[config.mk]
export PLATFORM = sky130hd
export DESIGN_NAME = serial_tx_sched_flat
export DESIGN_NICKNAME = d
export VERILOG_FILES = /design/src/rtl/serial_tx_sched_if.sv /design/src/rtl/serial_tx_sched.sv /design/src/flat_wrapper.sv
export SDC_FILE = /design/constraint.sdc
export NUM_CORES = 1
export LEC_CHECK = 0
export ABC_AREA = 0
export CAP_MARGIN = 10
export CELL_PAD_IN_SITES_DETAIL_PLACEMENT = 1
export CELL_PAD_IN_SITES_GLOBAL_PLACEMENT = 1
export CORE_MARGIN = 2
export CORE_UTILIZATION = 35
export DETAILED_ROUTE_END_ITERATION = 7
export DONT_BUFFER_PORTS = 1
export GPL_ROUTABILITY_DRIVEN = 0
export PLACE_DENSITY = 0.65
export SLEW_MARGIN = 30
export SYNTH_ARGS = -nofsm -noshare
export SYNTH_HDL_FRONTEND = slang
export SYNTH_SLANG_ARGS = --single-unit
[constraint.sdc]
create_clock -name clk -period 1.9 [get_ports clk]
set_clock_uncertainty 0.15 [all_clocks]
set_input_delay 0.19 -clock clk [delete_from_list [all_inputs] [get_ports clk]]
set_output_delay 0.19 -clock clk [all_outputs]
set_load 0.02 [all_outputs]
[src/rtl/serial_tx_sched_if.sv]
// Request bus shared by the serial transmit scheduler and its requesters.
// Word i sits at req_data[i*WIDTH +: WIDTH]; a transfer happens on valid & ready.
interface serial_tx_sched_if #(
    parameter int unsigned NREQ  = 4,
    parameter int unsigned WIDTH = 5
);
    logic [NREQ-1:0]       req_valid;
    logic [NREQ*WIDTH-1:0] req_data;
    logic [NREQ-1:0]       req_ready;

    modport master (
        output req_valid,
        output req_data,
        input  req_ready
    );

    modport slave (
        input  req_valid,
        input  req_data,
        output req_ready
    );
endinterface

[src/rtl/serial_tx_sched.sv]
// Round-robin scheduler that serialises one requester word at a time onto a framed,
// LSB-first serial pin, gated by a qualified PLL lock.
module serial_tx_sched #(
    parameter int unsigned NREQ      = 4,
    parameter int unsigned WIDTH     = 5,
    parameter int unsigned LOCK_WAIT = 16
) (
    input  logic                    clk,
    input  logic                    rst,
    input  logic                    pll_lock_i,
    serial_tx_sched_if.slave        req,
    output logic                    data_out_o,
    output logic                    busy_o,
    output logic [$clog2(NREQ)-1:0] grant_id_o
);

    localparam int unsigned IdW   = $clog2(NREQ);
    localparam int unsigned BitW  = (WIDTH > 1) ? $clog2(WIDTH) : 1;
    localparam int unsigned LockW = (LOCK_WAIT > 1) ? $clog2(LOCK_WAIT) : 1;

    typedef enum logic [2:0] {
        StWaitLock,
        StIdle,
        StStart,
        StData,
        StStop
    } state_e;

    state_e            state_q, state_d;
    logic [LockW-1:0]  lock_cnt_q, lock_cnt_d;
    logic [BitW-1:0]   bit_cnt_q, bit_cnt_d;
    logic [WIDTH-1:0]  shift_q, shift_d;
    logic [IdW-1:0]    last_grant_q, last_grant_d;
    logic [IdW-1:0]    grant_id_q, grant_id_d;
    logic              data_out_q, data_out_d;
    logic              busy_q, busy_d;

    logic [IdW-1:0]    winner;
    logic              found;
    logic              handshake;
    logic [NREQ-1:0]   ready;

    // Search starts one past the last grant and wraps, so the last winner goes last.
    always_comb begin : p_arb
        int unsigned    idx;
        logic [IdW-1:0] idx_s;
        idx    = 0;
        idx_s  = '0;
        found  = 1'b0;
        winner = '0;
        for (int unsigned k = 1; k <= NREQ; k++) begin
            idx   = (32'(last_grant_q) + k) % NREQ;
            idx_s = IdW'(idx);
            if (!found && req.req_valid[idx_s]) begin
                found  = 1'b1;
                winner = idx_s;
            end
        end
    end

    assign handshake = (state_q == StIdle) && pll_lock_i && found;

    always_comb begin
        ready = '0;
        if (handshake) begin
            ready[winner] = 1'b1;
        end
    end

    assign req.req_ready = ready;

    always_comb begin
        state_d      = state_q;
        lock_cnt_d   = '0;
        bit_cnt_d    = bit_cnt_q;
        shift_d      = shift_q;
        last_grant_d = last_grant_q;
        grant_id_d   = grant_id_q;

        unique case (state_q)
            StWaitLock: begin
                if (pll_lock_i) begin
                    if (lock_cnt_q == LockW'(LOCK_WAIT - 1)) begin
                        state_d = StIdle;
                    end else begin
                        lock_cnt_d = lock_cnt_q + 1'b1;
                    end
                end
            end
            StIdle: begin
                if (handshake) begin
                    shift_d      = req.req_data[32'(winner) * WIDTH +: WIDTH];
                    grant_id_d   = winner;
                    last_grant_d = winner;
                    state_d      = StStart;
                end
            end
            StStart: begin
                bit_cnt_d = '0;
                state_d   = StData;
            end
            StData: begin
                shift_d = shift_q >> 1;
                if (bit_cnt_q == BitW'(WIDTH - 1)) begin
                    state_d = StStop;
                end else begin
                    bit_cnt_d = bit_cnt_q + 1'b1;
                end
            end
            StStop: begin
                state_d = StIdle;
            end
            default: begin
                state_d = StWaitLock;
            end
        endcase

        // Lock loss overrides everything; grant history is kept for fairness.
        if (!pll_lock_i) begin
            state_d    = StWaitLock;
            lock_cnt_d = '0;
        end
    end

    // Line level is decided from next state so the pin is registered with no input path.
    always_comb begin
        busy_d = (state_d == StStart) || (state_d == StData) || (state_d == StStop);
        unique case (state_d)
            StStart: data_out_d = 1'b0;
            StData:  data_out_d = shift_d[0];
            default: data_out_d = 1'b1;
        endcase
    end

    always_ff @(posedge clk) begin
        if (rst) begin
            state_q      <= StWaitLock;
            lock_cnt_q   <= '0;
            bit_cnt_q    <= '0;
            shift_q      <= '0;
            last_grant_q <= IdW'(NREQ - 1);
            grant_id_q   <= '0;
            data_out_q   <= 1'b1;
            busy_q       <= 1'b0;
        end else begin
            state_q      <= state_d;
            lock_cnt_q   <= lock_cnt_d;
            bit_cnt_q    <= bit_cnt_d;
            shift_q      <= shift_d;
            last_grant_q <= last_grant_d;
            grant_id_q   <= grant_id_d;
            data_out_q   <= data_out_d;
            busy_q       <= busy_d;
        end
    end

    assign data_out_o = data_out_q;
    assign busy_o     = busy_q;
    assign grant_id_o = grant_id_q;

endmodule

[src/flat_wrapper.sv]
// flat-port wrapper written by rule: the top's interface ports become plain ports
module serial_tx_sched_flat 
#(
    parameter int unsigned NREQ      = 4,
    parameter int unsigned WIDTH     = 5,
    parameter int unsigned LOCK_WAIT = 16
)
  (clk, rst, pll_lock_i, data_out_o, busy_o, grant_id_o, req_req_valid, req_req_data, req_req_ready);
  serial_tx_sched_if #(.NREQ(NREQ), .WIDTH(WIDTH)) req_i ();
  input  logic clk;
  input  logic rst;
  input  logic pll_lock_i;
  output logic data_out_o;
  output logic busy_o;
  output logic [$clog2(NREQ)-1:0] grant_id_o;
  input wire logic [$bits(req_i.req_valid)-1:0] req_req_valid;
  input wire logic [$bits(req_i.req_data)-1:0] req_req_data;
  output wire logic [$bits(req_i.req_ready)-1:0] req_req_ready;
  assign req_i.req_valid = req_req_valid;
  assign req_i.req_data = req_req_data;
  assign req_req_ready = req_i.req_ready;
  serial_tx_sched #(.NREQ(NREQ), .WIDTH(WIDTH), .LOCK_WAIT(LOCK_WAIT)) u_core (.clk(clk), .rst(rst), .pll_lock_i(pll_lock_i), .req(req_i), .data_out_o(data_out_o), .busy_o(busy_o), .grant_id_o(grant_id_o));
endmodule
Word-level counts from Yosys, hierarchy flattened
Cells that the tools add are included.
{"block": "totals", "regBits": 21, "out_inout_bits": 8}
{"block": "classes", "addsub": 6, "multipliers": 1, "order_cmp": 6, "n_eq_ne": 11, "n_shift": 1, "mux": 29, "n_bitwise": 2, "reduce_logical": 18}
{"operator": "$shiftx A20 B6 Y5", "count": 1}
{"operator": "$lt A2 B3 Y1 const B", "count": 5}
{"operator": "$mux W3", "count": 5}
{"operator": "$pmux W3 S5", "count": 1}
{"operator": "$eq A3 B2 Y1 const B", "count": 4}
{"operator": "$pmux W5 S2", "count": 1}
{"operator": "$eq A3 B3 Y1 const B", "count": 3}
{"operator": "$mux W1", "count": 9}
{"operator": "$bmux W1 S2", "count": 4}
{"operator": "$mux W2", "count": 4}
{"operator": "$logic_and A1 B1 Y1", "count": 6}
{"operator": "$pmux W3 S2", "count": 1}
{"operator": "$reduce_and A2 Y1", "count": 3}
{"operator": "$mul A2 B3 Y5 const B", "count": 1}
{"operator": "$mux W5", "count": 1}
{"operator": "$add A2 B1 Y2 const B", "count": 2}
{"operator": "$add A2 B2 Y2 const B", "count": 2}
{"operator": "$add A4 B1 Y4 const B", "count": 1}
{"operator": "$eq A4 B4 Y1 const B", "count": 1}
{"operator": "$mux W4", "count": 1}
{"operator": "$reduce_bool A2 Y1", "count": 2}
{"operator": "$reduce_or A4 Y1", "count": 1}
{"operator": "$add A3 B1 Y3 const B", "count": 1}
{"operator": "$eq A3 B1 Y1 const B", "count": 1}
{"operator": "other kinds (9)", "count": 13}

Logic depth before layout (Yosys ltp)
{"block": "depth", "word_depth": 20, "mapped_depth": 6, "ltp_nobuf": 6}

Worst setup path before layout
No wires, ideal clock.
{"block": "synth_path", "path_type": "register to output", "from": "register u_core.last_grant_q[0]", "to": "output port req_req_ready[0]", "arrival_time_ns": 1.560, "setup_slack_ns": 0.000, "stages_incl_launch_ff": 6, "path_buffers": 1, "cell_sequence": "dfxtp_1 -> nand2b_1 -> o21ai_0 -> a211o_1 -> buf_2 -> nor3_1"}
{"block": "synth_between", "elab_chain_len": 18, "elab_cells_between_ends": 33, "classes_between": "4 x add/sub; 2 x order compare; 19 x mux; 8 x reduce/logical"}
{"item": "start: declaration", "line_no": "serial_tx_sched.sv:33", "rtl": "logic [IdW-1:0] last_grant_q, last_grant_d;"}
{"item": "start signal: assignment", "line_no": "serial_tx_sched.sv:141", "rtl": "last_grant_q <= IdW'(NREQ - 1);"}
{"item": "start signal: assignment", "line_no": "serial_tx_sched.sv:150", "rtl": "last_grant_q <= last_grant_d;"}
{"item": "$add A2 B1 Y2", "line_no": "serial_tx_sched.sv:52", "rtl": "idx = (32'(last_grant_q) + k) % NREQ;"}
{"item": "$bmux W1 S2", "line_no": "serial_tx_sched.sv:54", "rtl": "if (!found && req.req_valid[idx_s]) begin"}
{"item": "$mux W1 (not written as such)", "line_no": "serial_tx_sched.sv:54"}
{"item": "$mux W1", "line_no": "serial_tx_sched.sv:54"}
{"item": "$logic_not A1 Y1", "line_no": "serial_tx_sched.sv:54"}
{"item": "$logic_and A1 B1 Y1", "line_no": "serial_tx_sched.sv:54"}
{"item": "$mux W1", "line_no": "serial_tx_sched.sv:54"}
{"item": "$logic_not A1 Y1", "line_no": "serial_tx_sched.sv:54"}
{"item": "[2 not listed]"}
{"item": "$logic_not A1 Y1", "line_no": "serial_tx_sched.sv:54"}
{"item": "$logic_and A1 B1 Y1", "line_no": "serial_tx_sched.sv:54"}
{"item": "$mux W2", "line_no": "serial_tx_sched.sv:54"}
{"item": "$lt A2 B3 Y1 (not written as such) or $ge A2 B1 Y1 (tied branches)", "line_no": "serial_tx_sched.sv:66", "rtl": "ready[winner] = 1'b1;"}
{"item": "$logic_and A1 B1 Y1 (not written as such)", "line_no": "serial_tx_sched.sv:66"}
{"item": "$mux W1 (not written as such)", "line_no": "serial_tx_sched.sv:66"}
{"item": "$demux W1 S2"}
{"item": "$mux W4 *", "line_no": "serial_tx_sched.sv:65", "rtl": "if (handshake) begin"}
{"item": "end: declaration", "line_no": "flat_wrapper.sv:18", "rtl": "output wire logic [$bits(req_i.req_ready)-1:0] req_req_ready;"}
Mark *: on every way between the ends. The rest lies on a longest branch, timed or not. The select of a mux whose other input is x is not followed.

Final worst setup path
{"block": "layout_path", "from": "register u_core.last_grant_q[0]", "to": "output port req_req_ready[2]"}
The elaborated chain is that of the path after synthesis.

==> reports/metrics.csv <==
metric;value;unit
status;finished, final reports clean;
Mean Syn Cell Area;8.87;µm²
slew margin rel.;62.2;%
Top delay family on crit path;flip-flops;
Crit Reg-Reg Startpoint;u_core.last_grant_q[0];
post-synthesis sequential area ratio;37.3;%
fraction of registers with async set/reset;0;%
IO Count;35;
critical path required time;1.56;ns
Slowest-stage cell, CP;dfxtp_2;
drt via density;5.25;
dpl cells;173;
Initial Util;36.9;%
largest net degree at the start of global routing;13;
Syn Nets;157;
clock slew at reported path FFs;0.13;ns
Fin. Hold Viols;0;
DRC;0;
most frequent cells in the layout;dfxtp_1 (18), nor2_1 (12), nand2_1 (11);
Post-synth EDFFs;0;
1st-iter DRT viols;17;
final instance area;1330;µm²
num rows;20;
Place WS;0.0760;ns
Synth area leader;dfxtp_1;
Distinct cells, synth;36;
final HPWL from detailed placement;2.03;mm
Worst EP arrival;1.55;ns
root buf cell;clkbuf_4;
# diodes;0;
CP Launch Point;u_core.last_grant_q[0];
VDD IR max;0.397;mV
initial antenna violation count;0;
vias in the first global route;981;
Post-Synthesis Cell Area;1130;µm²
power per cell area;560;nW/µm²
Leakage;0.516;nW
#FFs+latches synth;21;
Clock Sinks;21;
grt ovf;0;
crit share post-route;99.5;%
H-tree depth;1;
ANT nets after route;0;
unrepaired setup endpoints after global routing;yes;
via count;956;
share of the synthesized area in the top cell type;37.3;%
Die Span Y;60.7;µm
top_reg_cell synth;dfxtp_1;
Filler cells;380;
hold_sp;req_req_data[9];
Buf/Inv on CP;2;
worst slew pin tran;0.560;ns
Detailed Routing Iterations Pass 1;4;
latest clock arrival within the worst-skew pair;0.31;ns
CTS tree;yes;
die area;3690;µm²
largest cells by area after synthesis;dfxtp_1 (37%), mux2i_1 (8.9%), mux2_2 (6.0%);
non-filler cells, final;182;
crit path cell chain;nand2b_4, a211oi_4, buf_12, nand2_4, nor2_1, buf_4;
worst hold path class;input pin to register;
total number of yosys warnings;0;
CP endpoint kind;primary output;
post-place instance area;1220;µm²
Worst Path Max Fanout;5;
Final Slew Violations;0;
Post-Route WL;2.65;mm
gr usage total;16.2;%
port bufs;0;
Peak Freq;0.529;GHz
setup ws final;0.00969;ns
Final setup viols;0;
Gate Count Post-Synth;127;
Synth-to-Final Area Change;18.0;%
first-pass GRT wire length;4.43;mm
Setup CP Type;register to primary output;
core area;3050;µm²
clock buffer count from CTS;3;
share of post-route cells with drive strength above 1;24.6;%
fin crit period;1.89;ns
deepest clock path buffer count;2;
setup TNS;0;ns
drt wl/cell;14.5;µm
slowest stage delay, CP;0.36;ns
Design Power;0.000744;W
Nets;169;
max-cap viol count;0;
most common cell after layout, fill and taps aside;dfxtp_1;
die width;60.7;µm
startpoint types;register;
[power by group]
group          internal (W)   total, W  switching, W
clock             0.0000786   0.000219      0.000141
combinational     0.0000441  0.0000808     0.0000367
sequential         0.000442   0.000444    0.00000141
total              0.000565   0.000744      0.000179
[metrics by stage]
| step | utilization (%) | hold WS, ns |
|---|---|---|
| 4_1_cts | 43.2 | 0.0822 |
| 6_report | 43.5 | 0.0912 |
| 5_1_grt | 43.5 | 0.113 |
| 3_5_place_dp | 40.0 | 0.117 |
| 3_3_place_gp | 40.0 | 0.113 |
| 2_1_floorplan | - | 0.185 |
[cell type report]
type                    count  area [µm²]  share of cell area [%]
flip-flops and latches     21         424                    31.9
well taps                  44        55.1                    4.14
repair buffers             11         100                    7.53
multi-input cells          97         703                    52.9
clock buffers               3        22.5                    1.69
inverters                   5        18.8                    1.41
clock inverters             1        5.00                   0.377
[tightest hold or removal path, delay by kind of cell]
family / cells / cell delay [ns]
compound gates: 1 / 0.05
mux: 2 / 0.27
[path summary, 6_finish.rpt]
check | cells past startpoint | slack (ns) | endpoint
min | 3 | 0.09 | u_core.shift_q[4]
max | 6 | 0.01 | req_req_ready[2]
max reg2reg | 7 | 0.03 | u_core.shift_q[0]
min reg2reg | 1 | 0.31 | u_core.lock_cnt_q[0]
[state kept, by name, indices dropped and copies added, names as in the netlist]
register,cells
u_core.lock_cnt_q,4
u_core.state_q,3
u_core.shift_q,5
u_core.grant_id_o,2
u_core.bit_cnt_q,3
u_core.data_out_o,1
u_core.last_grant_q,2
u_core.busy_o,1
[kinds of logic (layout without fill, tap and decap cells)]
kind of cell,Yosys count,after routing,synth area share [%]
XOR/XNOR,2,2,1.56
flip-flops,21,21,37.3
multiplexers,16,16,14.9
buffers and inverters,9,20,3.78
AO/OA/AOI/OAI,30,30,19.2
AND/OR/NAND/NOR,46,46,19.9
adder cells (fa/ha/maj),3,3,3.33
[synth_stat cells, types with 2 or more instances]
master and number:
a21oi_1 6, a22o_1 2, a22oi_1 3, a31oi_1 2, and2_1 2, and3_1 2, clkbuf_1 2, dfxtp_1 21
ha_1 3, inv_1 5, mux2_2 6, mux2i_1 10, nand2_1 12, nand2b_1 5, nand3_1 3, nor2_1 13
nor2b_1 3, nor3_1 4, o21ai_0 3, o22ai_1 4
[repair_timing]
action                                  in CTS  in global routing
hold endpoints to repair                    15                  0
hold buffers                                 2                  0
pin swaps                                    4                  0
resized for setup                            9                  5
buffers inserted                             3                  0
endpoints found under the setup margin       4                  9
[metal layers]
| layer | GRT usage, % | vias to the layer above | share of wire [%] |
|---|---|---|---|
| met5 | 0 | - | 0 |
| met4 | 3.42 | 0 | 1.2 |
| met3 | 5.33 | 4 | 3.6 |
| met2 | 27.5 | 15 | 50 |
| met1 | 20.1 | 460 | 45 |
| li1 | - | 477 | - |
(Power assumes the default switching activity.)
